===== src/rtl/mux_scan_reg_if.sv =====
// ----------------------------------------------------------------------------
// mux_scan_reg_if
// Bundles the channel-selector data path and its valid/ready output stage.
//   d         N*W  channel data, channel i at d[i*W +: W]
//   in_valid  N    per-channel valid
//   select    SW   manual channel index
//   mode      1    0 = manual, 1 = auto-scan
//   out       W    registered selected data
//   out_ch    SW   channel index that out came from
//   out_valid 1    out holds a valid word
//   out_ready 1    consumer accepts out when out_valid & out_ready
// master: the environment (sources + consumer); slave: the selector block.
// ----------------------------------------------------------------------------
interface mux_scan_reg_if #(
    parameter int W  = 8,
    parameter int N  = 4,
    parameter int SW = 2
);
    logic [N*W-1:0] d;
    logic [N-1:0]   in_valid;
    logic [SW-1:0]  select;
    logic           mode;
    logic [W-1:0]   out;
    logic [SW-1:0]  out_ch;
    logic           out_valid;
    logic           out_ready;

    modport master (
        output d, in_valid, select, mode, out_ready,
        input  out, out_ch, out_valid
    );

    modport slave (
        input  d, in_valid, select, mode, out_ready,
        output out, out_ch, out_valid
    );
endinterface


===== src/rtl/mux_scan_reg.sv =====
// ----------------------------------------------------------------------------
// mux_scan_reg
// Registered N-channel, W-bit channel selector with a valid/ready output
// stage. The effective channel is either the manual select or a timed
// round-robin scan pointer that stays DWELL cycles on each channel.
// Ports:
//   clk    sole clock, rising edge
//   rst_n  synchronous active-low reset
//   bus    mux_scan_reg_if.slave (d, in_valid, select, mode, out_ready in;
//          out, out_ch, out_valid out)
// ----------------------------------------------------------------------------
module mux_scan_reg #(
    parameter int W     = 8,
    parameter int N     = 4,
    parameter int SW    = 2,
    parameter int DWELL = 4
) (
    input  logic           clk,
    input  logic           rst_n,
    mux_scan_reg_if.slave  bus
);
    localparam int DW_W = (DWELL > 1) ? $clog2(DWELL) : 1;

    logic [SW-1:0]   scan_ptr;
    logic [DW_W-1:0] dwell;

    logic [SW-1:0]   ch;
    logic            ch_ok;
    logic [W-1:0]    ch_data;
    logic            ch_vld;
    logic            sel_ok;
    logic            ld;

    logic [W-1:0]    out_p1;
    logic [SW-1:0]   out_ch_p1;
    logic            vld_p1;

    // Stage 0: channel choice and data/valid mux. The compare loop only
    // ever touches existing channels, so an out-of-range index yields
    // zero data and no valid instead of reading past d.
    always_comb begin
        ch      = bus.mode ? scan_ptr : bus.select;
        ch_ok   = 1'b0;
        ch_data = '0;
        ch_vld  = 1'b0;
        sel_ok  = 1'b0;
        for (int i = 0; i < N; i++) begin
            if (ch == SW'(i)) begin
                ch_ok   = 1'b1;
                ch_data = bus.d[i*W +: W];
                ch_vld  = bus.in_valid[i];
            end
            if (bus.select == SW'(i)) begin
                sel_ok = 1'b1;
            end
        end
    end

    // A held word may only be replaced once it has been taken.
    assign ld = !vld_p1 || bus.out_ready;

    // Stage 1: output register and scan state.
    always_ff @(posedge clk) begin
        if (!rst_n) begin
            out_p1    <= '0;
            out_ch_p1 <= '0;
            vld_p1    <= 1'b0;
            scan_ptr  <= '0;
            dwell     <= '0;
        end else begin
            if (ld) begin
                out_p1    <= ch_data;
                out_ch_p1 <= ch;
                vld_p1    <= ch_vld && ch_ok;
            end
            // Dwell is purely time-based: stalls and in_valid do not pause it.
            // In manual mode the pointer follows select so a later scan
            // starts from the channel the user was looking at.
            if (!bus.mode) begin
                scan_ptr <= sel_ok ? bus.select : '0;
                dwell    <= '0;
            end else if (dwell == DW_W'(DWELL - 1)) begin
                dwell    <= '0;
                scan_ptr <= (scan_ptr == SW'(N - 1)) ? '0 : scan_ptr + 1'b1;
            end else begin
                dwell    <= dwell + 1'b1;
            end
        end
    end

    assign bus.out       = out_p1;
    assign bus.out_ch    = out_ch_p1;
    assign bus.out_valid = vld_p1;
endmodule

===== src/flat_wrapper.sv =====
// flat-port wrapper written by rule: the top's interface ports become plain ports
module mux_scan_reg_flat 
#(
    parameter int W     = 8,
    parameter int N     = 4,
    parameter int SW    = 2,
    parameter int DWELL = 4
)
  (clk, rst_n, bus_d, bus_in_valid, bus_select, bus_mode, bus_out_ready, bus_out, bus_out_ch, bus_out_valid);
  mux_scan_reg_if #(.W(W), .N(N), .SW(SW)) bus_i ();
  input  logic clk;
  input  logic rst_n;
  input wire logic [$bits(bus_i.d)-1:0] bus_d;
  input wire logic [$bits(bus_i.in_valid)-1:0] bus_in_valid;
  input wire logic [$bits(bus_i.select)-1:0] bus_select;
  input wire logic [$bits(bus_i.mode)-1:0] bus_mode;
  input wire logic [$bits(bus_i.out_ready)-1:0] bus_out_ready;
  output wire logic [$bits(bus_i.out)-1:0] bus_out;
  output wire logic [$bits(bus_i.out_ch)-1:0] bus_out_ch;
  output wire logic [$bits(bus_i.out_valid)-1:0] bus_out_valid;
  assign bus_i.d = bus_d;
  assign bus_i.in_valid = bus_in_valid;
  assign bus_i.select = bus_select;
  assign bus_i.mode = bus_mode;
  assign bus_i.out_ready = bus_out_ready;
  assign bus_out = bus_i.out;
  assign bus_out_ch = bus_i.out_ch;
  assign bus_out_valid = bus_i.out_valid;
  mux_scan_reg #(.W(W), .N(N), .SW(SW), .DWELL(DWELL)) u_core (.clk(clk), .rst_n(rst_n), .bus(bus_i));
endmodule

===== config.mk =====
export PLATFORM = sky130hd
export DESIGN_NAME = mux_scan_reg_flat
export DESIGN_NICKNAME = d
export VERILOG_FILES = /design/src/rtl/mux_scan_reg_if.sv /design/src/rtl/mux_scan_reg.sv /design/src/flat_wrapper.sv
export SDC_FILE = /design/constraint.sdc
export NUM_CORES = 1
export LEC_CHECK = 0
export ABC_AREA = 0
export CORE_MARGIN = 4
export CORE_UTILIZATION = 38
export DETAILED_ROUTE_END_ITERATION = 8
export HOLD_SLACK_MARGIN = 0.05
export PLACE_DENSITY = 0.88
export SLEW_MARGIN = 20
export SYNTH_ARGS = -nofsm -noshare
export SYNTH_HDL_FRONTEND = slang
export SYNTH_SLANG_ARGS = --single-unit

===== constraint.sdc =====
create_clock -name clk -period 4.05 [get_ports clk]
set_input_delay 0.6075 -clock clk [delete_from_list [all_inputs] [get_ports clk]]
set_output_delay 0.6075 -clock clk [all_outputs]
set_load 0.01 [all_outputs]

# Word-level counts from Yosys, hierarchy flattened
# Index checks and enable logic that the tools add are counted.
dict set report totals {
  mem_count 0
  word_cells 45
  latch_bits 0
  input_bits 42
  mem_bits_rw 0
  romBits 0
  register_bits 15
}
dict set report classes {
  reduce_logical 6
  eq_ne 9
  mux 21
  multipliers 0
  n_bitwise 2
  shifts 0
  n_lt_le_gt_ge 0
  n_div 0
  addsub 2
}
# op n
set ops {}
lappend ops {{$mux W8} 4}
lappend ops {{$eq A2 B2 Y1 const B} 6}
lappend ops {{$mux W1} 12}
lappend ops {{$mux W2} 5}
lappend ops {{$add A2 B1 Y2 const B} 2}
lappend ops {{$eq A2 B1 Y1 const B} 2}
lappend ops {{$logic_not A2 Y1} 2}
lappend ops {{$reduce_or A3 Y1} 1}
lappend ops {{$ne A2 B1 Y1 const B} 1}
lappend ops {{$not A1 Y1} 2}
lappend ops {{$logic_and A1 B1 Y1} 1}
lappend ops {{$logic_not A1 Y1} 1}
lappend ops {{$logic_or A1 B1 Y1} 1}

# Depth between registers and ports, before layout
# Gate-level depths: netlist of run 1.
dict set report depth {
  word_depth 7
  mapped_depth 6
  depth_no_buf 5
}

# Least setup slack after synthesis of run 1
# No wires, ideal clock.
dict set report synth_path {
  kind {input-to-reg}
  from {in bus_mode}
  to {reg u_core.vld_p1, in the netlist u_core.bus.out_valid}
  t_required_ns 3.935
  path_slack_ns 2.163
  setup_time_ns 0.115
  path_stages 5
  arrival_time_ns 1.772
  n_path_buf 2
  cell_sequence {buf_6 mux2i_2 buf_6 mux4_2 o21a_1}
}
dict set report synth_via {
  elab_chain_cells 7
  word_cells_on_any_way 14
  classes_between {eq/ne (3); mux (9); reduce/logical (2)}
}
# element line_no
set synth_lines {}
lappend synth_lines {{start: declaration} flat_wrapper.sv:16} ;# input wire logic [$bits(bus_i.mode)-1:0] bus_mode;
lappend synth_lines {{$mux W2 (*)} mux_scan_reg.sv:42} ;# ch = bus.mode ? scan_ptr : bus.select;
lappend synth_lines {{$logic_not A2 Y1} mux_scan_reg.sv:48} ;# if (ch == SW'(i)) begin
lappend synth_lines {{$mux W1 (4 in series)} mux_scan_reg.sv:48}
lappend synth_lines {{$logic_and A1 B1 Y1 (*)} mux_scan_reg.sv:74} ;# vld_p1 <= ch_vld && ch_ok;
lappend synth_lines {{end signal: assignment} mux_scan_reg.sv:74}
lappend synth_lines {{end: declaration} mux_scan_reg.sv:36} ;# logic vld_p1;
# Every way passes the cells marked *; elsewhere a longest branch is shown, timed or not.
# A chain may end at the register's enable or synchronous reset.

# Worst setup path in the final report of run 1
dict set report layout_path {
  from {in bus_mode}
  to {reg u_core.out_p1[1], in the netlist u_core.bus.out[1]}
}
dict set report layout_via {
  elab_chain_cells 6
  word_cells_on_any_way 9
  classes_between {eq/ne (3); mux (5); reduce/logical (1)}
}
# element line_no
set layout_lines {}
lappend layout_lines {{$mux W2 (*)} mux_scan_reg.sv:42}
lappend layout_lines {{$logic_not A2 Y1} mux_scan_reg.sv:48}
lappend layout_lines {{$mux W8 (3 in series)} mux_scan_reg.sv:48}
lappend layout_lines {{$mux W8 (*)} mux_scan_reg.sv:48}
lappend layout_lines {{end signal: assignment} mux_scan_reg.sv:72} ;# out_p1 <= ch_data;
lappend layout_lines {{end: declaration} mux_scan_reg.sv:34} ;# logic [W-1:0] out_p1;
# Marks and branches as above.

==> results.ini, run 1 <==
[synth]
synth_cells=77
async_flop_share_pct=0
netlist_area_um2=806
synth_top_area_share_pct=37.3
yosysTopAreaCell=dfxtp_1
ys_types=26
synth_ff_type=dfxtp_1
syn_nets=121
yosysMostFrequentCell=dfxtp_1
ys_top_cells_by_area=dfxtp_1, o221ai_1, mux2_1, o22ai_1, a21oi_1
synthTopCellsByCount=dfxtp_1, a21oi_1, o221ai_1, o22ai_1, nand2_1
synth_edf_count=0
ys_seq_area_share_pct=37.3
ys_warn_count=0
synth_seq_cells=15
postSynthAreaPerCell_um2=10.5

[worst_hold_path]
hold_class=reg2reg
hold_start=u_core.dwell[0]
min_to=u_core.dwell[0]
hold_depth=1

[setup_path]
end_kind=flop
r2r-end=u_core.bus.out[1]
crit_required_ns=4.19
startpoint_type=input pin
arrival_ns=2.76
cp_top_family=multiplexers
path_cells=clkdlybuf4s50_1 > mux2i_2 > or3b_1 > o221ai_1 > a21oi_1
crit_buf_inv=1
worstRegToRegCells=4
cp_max_fo=12
max_stage_delay_ns=0.66
r2r-start=u_core.scan_ptr[0]
r2r_setup_slack_ns=2.15
crit_type=in2reg
slowest_stage=mux2i_2

[finish]
seq_area_um2=300
nFillCells=151
area_growth_pct=67.4
multi_input_area_um2=459
antenna_cells=0
fin_area_um2=1350
final_nets=172
drive_gt1_share_pct=7.87

[clock_network]
path_clk_slew_ns=0.09
cts_num_sinks=15
h-tree-depth=1
cts_resized=0
post_cts_buffers=0
numCtsBuffers=3
cts_tree=yes
worstSkewPairLatency_ns=0.28
clockBufferDepth=2
cts_hold_buffers=0
root_buffer=clkbuf_4

[grt]
grt_pass1_vias=794
grt_usage_pct=16.5
grt_pass1_wl_um=3390
antenna_found_initial=0
grt_overflow=0
grt_max_degree=20

[die]
initial_core_util_pct=40.7
ios=53
core_area_um2=1980
die_w_um=54.1
die_area_um2=2920
die_h_um=54.1
placement_rows=16

[detailed_routing]
first_pass_iters=4
wirelength_um=2510
wl_met2_um=1390
via_count=817
dr.max_layer_used=met4
ant_nets=0
drtIter0Drc=5
drt-met1-wl_um=932
route.detailed.drc=0
wl_per_cell_um=16.3
via_per_inst=5.31
route.met3.wl_um=139

[timing]
finClkSkew_ns=0.00383
grt_setup_unrepaired=false
setup-violations-final=0
finalSetupTns_ns=0
timing.slew.headroom_pct=53.3
hold_violations=0
layout_setup_ws_ns=1.44
period_share_pct=64.5
worst_hold_slack_ns=0.442
slew_violations=0
fmax_ghz=0.383
tightest_slew_ns=0.687
period_minus_slack_ns=2.61

[placement]
place_hpwl_um=2020
dp_slack_ns=1.13
place_area_um2=1320
gp_congestion=0.783
io_buffers=52

[pwr]
power.density_nw_per_um2=287
power.total_mw=0.387
p_leak_nw=0.531
peakVddDrop_v=0.000198

[run_status]
status=finished, final reports clean

[job]
drv_cap=0

-- area by class of cell --
type                    count  area share (%)
well taps                  27            2.50
multi-input cells          55            34.0
clock inverters             1           0.371
clock buffers               3            1.67
repair buffers             53            39.1
flip-flops and latches     15            22.3
-- sequential cells by signal, indices dropped and copies added (netlist names) --
register              cells
u_core.bus.out            8
u_core.bus.out_ch         2
u_core.bus.out_valid      1
u_core.dwell              2
u_core.scan_ptr           2
-- worst max path at each step --
stage | from | to | slack, ns | cells after the start
final | bus_mode | u_core.bus.out[1] | 1.44 | 5
after floorplan | bus_mode | u_core.bus.out_valid | 2.16 | 5
after detailed placement | bus_mode | u_core.bus.out[5] | 1.13 | 5
after CTS | bus_mode | u_core.bus.out[1] | 1.44 | 5
after global placement | bus_mode | u_core.bus.out[0] | 1.25 | 5
after global routing | bus_mode | u_core.bus.out[1] | 1.27 | 5
-- power by group --
part,leakage (nW),internal (mW),switching (mW)
Clock,0.0177,0.0366,0.0480
Combinational,0.389,0.0828,0.0489
Sequential,0.125,0.162,0.00841
Total,0.531,0.282,0.105
-- cells by family (layout without fill, tap and decap cells) --
| kind of cell | count (synthesis) | in the layout | share of synthesized area, % |
|---|---|---|---|
| and+or+nand+nor | 12 | 12 | 8.39 |
| DFF | 15 | 15 | 37.3 |
| AOI/OAI and AO/OA | 28 | 28 | 24.2 |
| muxes | 13 | 13 | 21.3 |
| adders and majority gates | 2 | 2 | 3.11 |
| buffers and inverters | 7 | 57 | 5.74 |
-- placed cells by master (no fill, tap or decap), drive strengths merged, types with 2 or more instances in the layout --
cell type,count
clkdlybuf4s50,52
dfxtp,15
a21oi,8
o22ai,7
o221ai,7
mux2,7
nand2,6
mux2i,4
o211a,3
clkbuf,3
ha,2
mux4,2
-- routing by layer --
| layer | track usage, % | vias up |
|---|---|---|
| li1 | - | 402 |
| met3 | 1.94 | 4 |
| met5 | 0 | - |
| met4 | 9.96 | 0 |
| met2 | 29.8 | 26 |
| met1 | 18.1 | 385 |
-- per-stage QoR --
step	util, %	instances
after floorplan	-	77
after global placement	66.7	150
after detailed placement	66.7	150
after CTS	68.1	154
after global routing	68.1	154
final	68.1	154
Power figures use the tool's default switching activity.
==> inputs of run 2 (changes only) <==
- CORE_UTILIZATION: 38 -> 32
- PLACE_DENSITY: 0.88 -> 0.8
- clock period: 4.05 -> 2.1 ns (I/O delays scaled with it)
==> run 2 against run 1 <==
Register-to-register slack worse by 1.6 ns. Die area grew 16%. Via count up 6.2%. Worst hold slack worse by 0.012 ns. Global-route usage rose by 0.21 points. Utilization decreased by 8.4 points. Combinational power increased by 99%. Largest power group unchanged. Critical path depth grew 1. Highest routed layer unchanged. Sequential cell count is the same. Clock-buffer cell count up 1.
==> results.ini, run 2 (synthesis results as in run 1) <==
[clock_network]
worstSkewPairLatency_ns=0.27  ; was 0.28 ns
numCtsBuffers=3  ; unchanged
h-tree-depth=1  ; unchanged
cts_tree=yes  ; unchanged
cts_num_sinks=15  ; unchanged
cts_hold_buffers=0  ; unchanged
clockBufferDepth=2  ; unchanged
root_buffer=clkbuf_4  ; unchanged
path_clk_slew_ns=0.09  ; about the same
post_cts_buffers=0  ; unchanged
cts_resized=0  ; unchanged

[grt]
grt_pass1_vias=874  ; was 794
grt_pass1_wl_um=4330  ; was 3390 µm
grt_usage_pct=16.7  ; was 16.5%
grt_overflow=0  ; unchanged
grt_max_degree=20  ; unchanged
antenna_found_initial=0  ; unchanged

[die]
ios=53  ; unchanged
die_h_um=58.2  ; was 54.1 µm
placement_rows=17  ; was 16
die_area_um2=3380  ; was 2920 µm²
initial_core_util_pct=35.1  ; was 40.7%
die_w_um=58.2  ; was 54.1 µm
core_area_um2=2300  ; was 1980 µm²

[timing]
tightest_slew_ns=0.629  ; was 0.687 ns
fmax_ghz=0.520
layout_setup_ws_ns=0.176  ; was 1.44 ns
timing.slew.headroom_pct=58.1  ; was 53.3%
finalSetupTns_ns=0  ; unchanged
hold_violations=0  ; unchanged
period_minus_slack_ns=1.92
slew_violations=0  ; unchanged
setup-violations-final=0  ; unchanged
grt_setup_unrepaired=false  ; unchanged
finClkSkew_ns=0.00112  ; was 0.00383 ns
period_share_pct=91.6

[job]
drv_cap=0  ; unchanged

[worst_hold_path]
hold_start=u_core.dwell[0]  ; unchanged
hold_class=reg2reg  ; unchanged

[run_status]
status=finished, final reports clean  ; unchanged

[setup_path]
arrival_ns=2.06  ; was 2.76 ns
worstSetupStartpoint=bus_mode  ; unchanged
max_stage_delay_ns=0.59  ; was 0.66 ns
slowest_stage=clkdlybuf4s50_1  ; was mux2i_2
startpoint_type=input pin  ; unchanged
r2r-start=u_core.scan_ptr[0]  ; unchanged
cp_max_fo=9  ; was 12
crit_required_ns=2.24  ; was 4.19 ns
end_kind=flop  ; unchanged
cp_top_family=buffers and inverters  ; was multiplexers
path_cells=clkdlybuf4s50_1 > mux2i_2 > buf_4 > nand2_1 > o22ai_1 > a21oi_1  ; was clkdlybuf4s50_1 > mux2i_2 > or3b_1 > o221ai_1 > a21oi_1
crit_buf_inv=2  ; was 1
crit_type=in2reg  ; unchanged

[detailed_routing]
wirelength_um=2690  ; was 2510 µm
drtIter0Drc=22  ; was 5
wl_per_cell_um=17.0  ; was 16.3 µm
drt-met1-wl_um=1080  ; was 932 µm
route.detailed.drc=0  ; unchanged
dr.max_layer_used=met4  ; unchanged
wl_met2_um=1370  ; was 1390 µm
via_per_inst=5.49  ; was 5.31
route.met3.wl_um=201  ; was 139 µm
ant_nets=0  ; unchanged
via_count=868  ; was 817
first_pass_iters=4  ; unchanged

[placement]
place_hpwl_um=2160  ; was 2020 µm
gp_congestion=0.867  ; was 0.783
io_buffers=52  ; unchanged
dp_slack_ns=-0.114  ; was 1.13 ns

[pwr]
power.density_nw_per_um2=550  ; was 287 nW/µm²
peakVddDrop_v=0.000289  ; was 0.000198 V
p_leak_nw=0.542  ; was 0.531 nW
power.total_mw=0.754  ; was 0.387 mW

[finish]
antenna_cells=0  ; unchanged
area_growth_pct=70.2  ; was 67.4%
nFillCells=205  ; was 151
largest_reg_flops=8  ; unchanged
drive_gt1_share_pct=9.23  ; was 7.87%
final_nets=175  ; was 172
final_cell_mix=clkdlybuf4s50_1, dfxtp_1, a21oi_1  ; unchanged
final_common_cell=clkdlybuf4s50_1  ; unchanged

-- run 2: cell count changes in the layout (fill, tap and decap cells not counted) --
cell      change
buf_4         +3
clkbuf_1      +1
clkinv_2      -1
-- run 2: report_power, final --
| part | total [mW] | internal (mW) | switching, mW |
|---|---|---|---|
| Combinational | 0.263 | 0.165 | 0.0977 |
| Sequential | 0.330 | 0.313 | 0.0164 |
| Clock | 0.162 | 0.0735 | 0.0884 |
| Total | 0.754 | 0.552 | 0.203 |
-- run 2: cell type report --
cell class | count | area (µm²) | share of cell area (%)
Clock buffer | 4 | 26.3 | 1.92
Multi-Input combinational cell | 55 | 459 | 33.5
Sequential cell | 15 | 300 | 21.9
Tap cell | 28 | 35.0 | 2.55
Timing Repair Buffer | 56 | 551 | 40.1
-- run 2: worst paths after layout --
kind	to	slack, ns	depth (start not counted)
max	u_core.bus.out[5]	0.18	6
min	u_core.dwell[0]	0.43	1
max reg2reg	u_core.bus.out[5]	0.54	5
min reg2reg	u_core.dwell[0]	0.43	1
-- run 2: routing by layer --
| metal | global-route usage, % | vias to the layer above |
|---|---|---|
| li1 | - | 410 |
| met1 | 19.1 | 420 |
| met2 | 28.9 | 34 |
| met3 | 5.35 | 4 |
| met4 | 5.96 | 0 |
| met5 | 0 | - |
-- run 2: worst reg2reg max path: stages (launching register included) --
cell and delay [ns]:
dfxtp_1 0.35, mux2i_2 0.27, buf_4 0.23, nand2_1 0.19, o22ai_1 0.28, a21oi_1 0.11
-- run 2: metrics by stage --
step	instances	hold WS, ns	utilization (%)	cell area (µm²)
6_report	158	0.430	59.7	1370
3_5_place_dp	154	0.419	58.6	1350
2_1_floorplan	77	0.405	-	806
3_3_place_gp	154	0.413	58.6	1350
5_1_grt	158	0.457	59.7	1370
4_1_cts	158	0.432	59.7	1370
==> inputs of run 3 (changes only) <==
- SLEW_MARGIN: 20 -> unset
==> results of run 3 <==
Final layout, timing and power as in run 2 (identical DEF).
